$ cat src/rtl/trace_stream_out.sv
// trace_stream_out: buffers {timestamp, 128-bit data} trace records and streams
// each one out as five 32-bit AXI-Stream words, counting records lost to overflow.
module trace_stream_out #(
  parameter int FIFO_DEPTH     = 4,
  parameter int DROP_CNT_WIDTH = 16
) (
  input  logic                          clk,
  input  logic                          rst_n,
  input  logic [127:0]                  trace_data_i,
  input  logic                          trace_capture_enable_i,
  input  logic [31:0]                   counter_i,
  output logic [31:0]                   m_tdata,
  output logic                          m_tvalid,
  input  logic                          m_tready,
  output logic                          m_tlast,
  output logic [$clog2(FIFO_DEPTH):0]   fifo_level,
  output logic [DROP_CNT_WIDTH-1:0]     dropped_count
);
  localparam int AW = $clog2(FIFO_DEPTH);
  typedef enum logic {IDLE, SEND} state_t;
  state_t                    r_state, w_state_nx;
  logic [159:0]              r_mem [FIFO_DEPTH];
  logic [AW-1:0]             r_wptr, r_rptr;
  logic [AW:0]               r_level, w_level_nx;
  logic [2:0]                r_idx, w_idx_nx;
  logic [DROP_CNT_WIDTH-1:0] r_drop;
  logic                      w_full, w_push, w_pop;
  logic [159:0]              w_head;
  // Fullness uses the registered level, so a same-cycle pop never frees room for a capture.
  assign w_full     = r_level == (AW+1)'(FIFO_DEPTH);
  assign w_push     = trace_capture_enable_i && !w_full;
  assign w_pop      = r_state == SEND && m_tready && r_idx == 3'd4;
  assign w_level_nx = r_level + (AW+1)'(w_push) - (AW+1)'(w_pop);
  assign w_head     = r_mem[r_rptr];
  always_comb begin
    w_state_nx = r_state;
    w_idx_nx   = r_idx;
    if (r_state == IDLE) begin
      w_idx_nx = '0;
      if (r_level != '0) w_state_nx = SEND;
    end else if (m_tready) begin
      w_idx_nx = w_pop ? 3'd0 : r_idx + 3'd1;
      if (w_pop && w_level_nx == '0) w_state_nx = IDLE;
    end
  end
  assign m_tvalid = r_state == SEND;
  assign m_tlast  = m_tvalid && r_idx == 3'd4;
  assign m_tdata  = !m_tvalid     ? 32'd0 :
                    r_idx == 3'd0 ? w_head[159:128] :
                    r_idx == 3'd1 ? w_head[31:0] :
                    r_idx == 3'd2 ? w_head[63:32] :
                    r_idx == 3'd3 ? w_head[95:64] : w_head[127:96];
  assign fifo_level    = r_level;
  assign dropped_count = r_drop;
  always_ff @(posedge clk) begin
    if (!rst_n) begin
      r_state <= IDLE;
      r_idx   <= '0;
      r_wptr  <= '0;
      r_rptr  <= '0;
      r_level <= '0;
      r_drop  <= '0;
    end else begin
      r_state <= w_state_nx;
      r_idx   <= w_idx_nx;
      r_level <= w_level_nx;
      if (w_push) r_wptr <= r_wptr + 1'b1;
      if (w_pop) r_rptr <= r_rptr + 1'b1;
      if (trace_capture_enable_i && w_full && r_drop != '1) r_drop <= r_drop + 1'b1;
    end
  end
  always_ff @(posedge clk) begin
    if (rst_n && w_push) r_mem[r_wptr] <= {counter_i, trace_data_i};
  end
endmodule

$ cat config.mk
export PLATFORM = sky130hd
export DESIGN_NAME = trace_stream_out
export DESIGN_NICKNAME = d
export VERILOG_FILES = /design/src/rtl/trace_stream_out.sv
export SDC_FILE = /design/constraint.sdc
export NUM_CORES = 1
export LEC_CHECK = 0
export CAP_MARGIN = 20
export CELL_PAD_IN_SITES_DETAIL_PLACEMENT = 1
export CELL_PAD_IN_SITES_GLOBAL_PLACEMENT = 1
export CORE_UTILIZATION = 50
export DETAILED_ROUTE_END_ITERATION = 16
export PLACE_DENSITY_LB_ADDON = 0.05
export SETUP_SLACK_MARGIN = 0.2
export SLEW_MARGIN = 25
export SYNTH_ARGS = -nofsm -noshare
export SYNTH_HDL_FRONTEND = slang
export SYNTH_SLANG_ARGS = --single-unit
$ cat constraint.sdc
create_clock -name clk -period 8.51 [get_ports clk]
set_input_delay 1.702 -clock clk [delete_from_list [all_inputs] [get_ports clk]]
set_output_delay 1.702 -clock clk [all_outputs]
set_load 0.03 [all_outputs]
After elaboration in Yosys (flattened, before gate mapping)
Memories as Yosys holds them, arrays and structs flattened. A register that Yosys moved wholly into a read port is not among the register bits.
Cells that the tools add are included.
{"block": "word_totals", "regBits": 27, "latchBits": 0, "mem_bits_rw": 640, "rom_bits": 0, "inputBits": 164, "output_inout_bits": 53, "wordCells": 46, "mem_count": 1}
{"memory": "r_mem", "words": 4, "word_bits": 160, "rd": 1, "rd_ports_with_merged_regs": 1, "wr": 1, "line_no": "22", "rtl": "logic [159:0] r_mem [FIFO_DEPTH];"}
{"block": "op_classes", "addsub": 6, "n_mul": 0, "div": 0, "n_lt_le_gt_ge": 0, "n_eq_ne": 6, "shift": 0, "mux": 14, "bitwise_logic": 0, "reduce_logical": 13}
{"cell": "32-bit two-way mux", "count": 5}
{"cell": "16-bit by 1-bit adder with 16-bit output (second input constant)", "count": 1}
{"cell": "16-bit inequality test (second input constant)", "count": 1}
{"cell": "1-bit logical AND", "count": 8}
{"cell": "3-bit by 2-bit == test with 1-bit output (second input constant)", "count": 2}
{"cell": "3-bit == test (second input constant)", "count": 2}
{"cell": "3-bit logical NOT", "count": 2}
{"cell": "1-bit two-way mux", "count": 6}
{"cell": "2-bit by 1-bit adder with 2-bit output (second input constant)", "count": 2}
{"cell": "2-bit two-way mux", "count": 2}
{"cell": "3-bit by 1-bit adder with 3-bit output", "count": 1}
{"cell": "3-bit by 1-bit adder with 3-bit output (second input constant)", "count": 1}
{"cell": "3-bit by 1-bit == test with 1-bit output (second input constant)", "count": 1}
{"cell": "3-bit two-way mux", "count": 1}
{"cell": "3-bit nonzero test", "count": 1}
{"cell": "3-bit by 1-bit subtractor with 3-bit output", "count": 1}
{"cell": "2-bit AND reduction", "count": 1}
{"cell": "1-bit logical NOT", "count": 1}

Logic depth before layout (Yosys ltp)
{"block": "logic_depth", "word_depth": 10, "ltp_mapped": 12, "ltp_nobuf": 12}

Least setup slack after synthesis
Ideal clock, no wire load.
{"block": "synth_timing", "kind": "input port to flip-flop", "from": "in trace_capture_enable_i", "to": "mem r_mem[0][0] (enable)", "setup_time_ns": 0.540, "arrival_time_ns": 5.880, "required_time_ns": 7.970, "path_slack_ns": 2.089, "stages": 2, "n_path_buf": 0, "cell_sequence": "a21boi_1 -> and3_1"}
{"block": "synth_via", "elab_chain_cells": 4}
{"element": "start: declaration", "line_no": "10", "rtl": "input logic trace_capture_enable_i,"}
{"element": "1-bit logical AND", "line_no": "31", "rtl": "assign w_push = trace_capture_enable_i && !w_full;"}
{"element": "1-bit logical AND", "line_no": "73", "rtl": "if (rst_n && w_push) r_mem[r_wptr] <= {counter_i, trace_data_i};"}
{"element": "1-bit two-way mux", "line_no": "73"}
{"element": "1-bit two-way mux (not written as such)", "line_no": "73"}
{"element": "end: declaration", "line_no": "22"}
Every way passes these cells.

==> results.json <==
{
  "viasPerCell": 5.839,
  "startpoint_type": "register",
  "critPathKind": "register to primary output",
  "p_leak_nw": 9.677,
  "use_met3_pct": 3.817,
  "placed_area_mm2": 0.02912,
  "cts_setup_buffers": 0,
  "die-area_mm2": 0.05333,
  "synth_edf_count": 640,
  "p_per_area_mw_per_mm2": 242.7,
  "numCtsBuffers": 72,
  "track_usage_pct": 23.14,
  "hold_start": "dropped_count[9]",
  "finalCritPeriodShare_pct": 71.22,
  "status": "complete, no violations",
  "cp_top_family": "buffers and inverters",
  "numPortBuffers": 216,
  "die_x_um": 230.9,
  "use_met2_pct": 35.45,
  "grt_busiest_layer": "met2",
  "drt-initial-drc-count": 1182,
  "synth_top_cell_area_share_pct": 73.33,
  "worst_pin_slew_ns": 1.064,
  "synthCells": 1342,
  "rsz0062_at_grt": "no",
  "place_congestion": 0.7269,
  "clk_latency_ns": 0.60,
  "grt_max_degree": 106,
  "initial_utilization_pct": 50.88,
  "syn-num-nets": 1518,
  "worstReg2RegStart": "fifo_level[0]",
  "hold_class": "register to register",
  "seq_area_mm2": 0.01981,
  "core_mm2": 0.05151,
  "yosys_warnings": 0,
  "multiInputGateArea_mm2": 0.006028,
  "grt_pass1_vias": 14220,
  "synth-async-reset-ratio_pct": 0,
  "ioPinCount": 217,
  "slowest_delay_ns": 1.02,
  "crit_path_top_delay_cell": "dfxtp_4",
  "cts_buffer_depth": 3,
  "drc": 0,
  "rrSetupSlack_ns": 5.26,
  "dpl.hpwl_um": 36920,
  "drtPass1Iterations": 5,
  "arrival_ns": 4.36,
  "ant_nets": 0,
  "ys_top_cells_by_area": "edfxtp_1, mux4_2, mux2i_1",
  "ys_ff_latch": 669,
  "max_clock_freq_mhz": 165.0,
  "cts_hold_buf": 0,
  "cts_tree": "yes",
  "synth_top_cell_by_area": "edfxtp_1",
  "skew_ns": 0.02154,
  "fin_tns_setup_ns": 0,
  "report.final.slew_viol_count": 0,
  "vias": 13540,
  "die_h_um": 230.9,
  "ir_drop_v": 0.0001381,
  "yosys.cell_types.count": 51,
  "num-nets-final": 1757,
  "final_cell_area_mm2": 0.03149,
  "synth_ff_type": "edfxtp_1",
  "row_count": 83,
  "setup_viol_count_final": 0,
  "antenna_found_initial": 2,
  "required_ns": 6.81,
  "clk_pin_slew_ns": 0.06,
  "syn-cell-area_mm2": 0.02621,
  "worstPathCellList": "buf_12, mux4_2, mux2_2, o211ai_1, a21oi_1, clkdlybuf4s50_1",
  "yosysSeqAreaShare_pct": 75.55,
  "gr-total-overflow": 0,
  "final_hold_viol_count": 0,
  "area_growth_pct": 20.15,
  "htreeDepth": 3,
  "layout-drive-gt1-share_pct": 14.91,
  "period_needed_ns": 6.060,
  "critPathBufInv": 2,
  "cts-root-buf": "clkbuf_16",
  "avgSynthCellArea_um2": 19.53,
  "met1_usage_pct": 34.60,
  "clkSinkCount": 669,
  "pre_cts_ws_ns": 3.027,
  "routed_wl_um": 60750,
  "fillers": 4419,
  "post_drt_wl_per_cell_um": 26.21,
  "final_common_cell": "edfxtp_1",
  "ctsResizeCount": 0,
  "max_cap_viol_count": 0,
  "cp_max_fo": 82,
  "fin_ws_ns": 2.450,
  "final_cell_mix": "edfxtp_1, clkdlybuf4s50_1, mux2i_1",
  "grt_pass1_wl_um": 90470,
  "maxSlewHeadroom_pct": 29.09,
  "end_kind": "primary output"
}
logic make-up (layout without fill, tap and decap cells):
family,count (synthesis),after routing,share of synthesized area [%]
muxes,258,258,14.80
buffers and inverters,82,377,1.590
adders and majority gates,12,12,0.6016
DFF,669,669,75.55
xor gates and xnor gates,5,5,0.1671
and+or+nand+nor,137,137,2.636
AOI/OAI and AO/OA,179,179,4.655
other,0,1,0
state kept, by name, summed over array words and instances, names as in the netlist, named ones only:
| name | cells |
|---|---|
| m_tvalid | 1 |
| r_rptr | 2 |
| fifo_level | 3 |
| r_idx | 3 |
| dropped_count | 16 |
| r_wptr | 2 |
| r_mem | 640 |
layer usage:
layer / part of all wire [%] / vias to the layer above
met2: 47 / 357
met1: 46 / 7079
met5: 0.040 / -
met4: 1.5 / 4
li1: - / 6026
met3: 5.4 / 69
area by class of cell:
cell class / instances / share of cell area (%)
multi-input combinational: 591 / 19.14
tap: 680 / 2.702
inverter: 8 / 0.09537
timing repair buffer: 239 / 7.637
antenna: 1 / 0.007947
clock inverter: 38 / 1.212
clock buffer: 92 / 6.298
sequential: 669 / 62.90
power breakdown:
part	internal, W	leakage, nW	switching (W)	total [W]
Sequential	0.00380	6.04	0.0000439	0.00384
Combinational	0.000256	2.48	0.000425	0.000680
Clock	0.00189	1.15	0.00123	0.00312
Total	0.00594	9.68	0.00170	0.00764
Yosys cell counts, types with 2 or more instances:
| cell type | count |
|---|---|
| a21oi_1 | 34 |
| or2_2 | 2 |
| o21ai_0 | 24 |
| edfxtp_1 | 640 |
| nor2b_1 | 4 |
| ha_1 | 11 |
| mux2i_1 | 140 |
| buf_4 | 8 |
| a22oi_1 | 42 |
| or3_1 | 2 |
| o211ai_2 | 9 |
| and2_1 | 4 |
| nand4_1 | 5 |
| nor2_1 | 36 |
| a211oi_1 | 4 |
| nand2b_1 | 8 |
| and4_1 | 3 |
| and3_1 | 9 |
| buf_6 | 6 |
| xor2_1 | 2 |
| buf_1 | 10 |
| buf_2 | 27 |
| inv_1 | 8 |
| dfxtp_1 | 29 |
| or4_1 | 5 |
| a31oi_1 | 10 |
| o31ai_1 | 6 |
| mux2_2 | 22 |
| o22ai_1 | 22 |
| xnor2_1 | 3 |
| nand3_1 | 20 |
| o221ai_1 | 10 |
| mux4_2 | 78 |
| o211ai_1 | 13 |
| nand2_1 | 31 |
| mux4_1 | 18 |
| clkbuf_1 | 23 |
worst paths after layout:
check	end	depth (start not counted)
setup / recovery	m_tdata[18]	6
setup reg to reg	r_mem[0][81]	5
hold reg to reg	dropped_count[9]	2
hold / removal	dropped_count[9]	2
through the flow:
stage | utilization [%] | hold slack (ns) | power [W] | instances
finish | 61.13 | 0.5005 | 0.007644 | 2318
CTS | 61.13 | 0.5071 | 0.007719 | 2317
detailed placement | 56.53 | 0.4895 | 0.004598 | 2187
global route | 61.13 | 0.5323 | 0.007868 | 2317
global placement | 56.48 | 0.4837 | 0.004575 | 2186
floorplan | - | 0.4725 | 0.004263 | 1342
worst reg2reg max path: stages, from the launching register on:
cell,delay [ns]
dfxtp_1,0.38
nor2_1,0.09
a21boi_1,0.62
and3_4,0.47
buf_4,0.62
buf_4,0.69
Note: power is estimated with default switching activity, not from simulation.
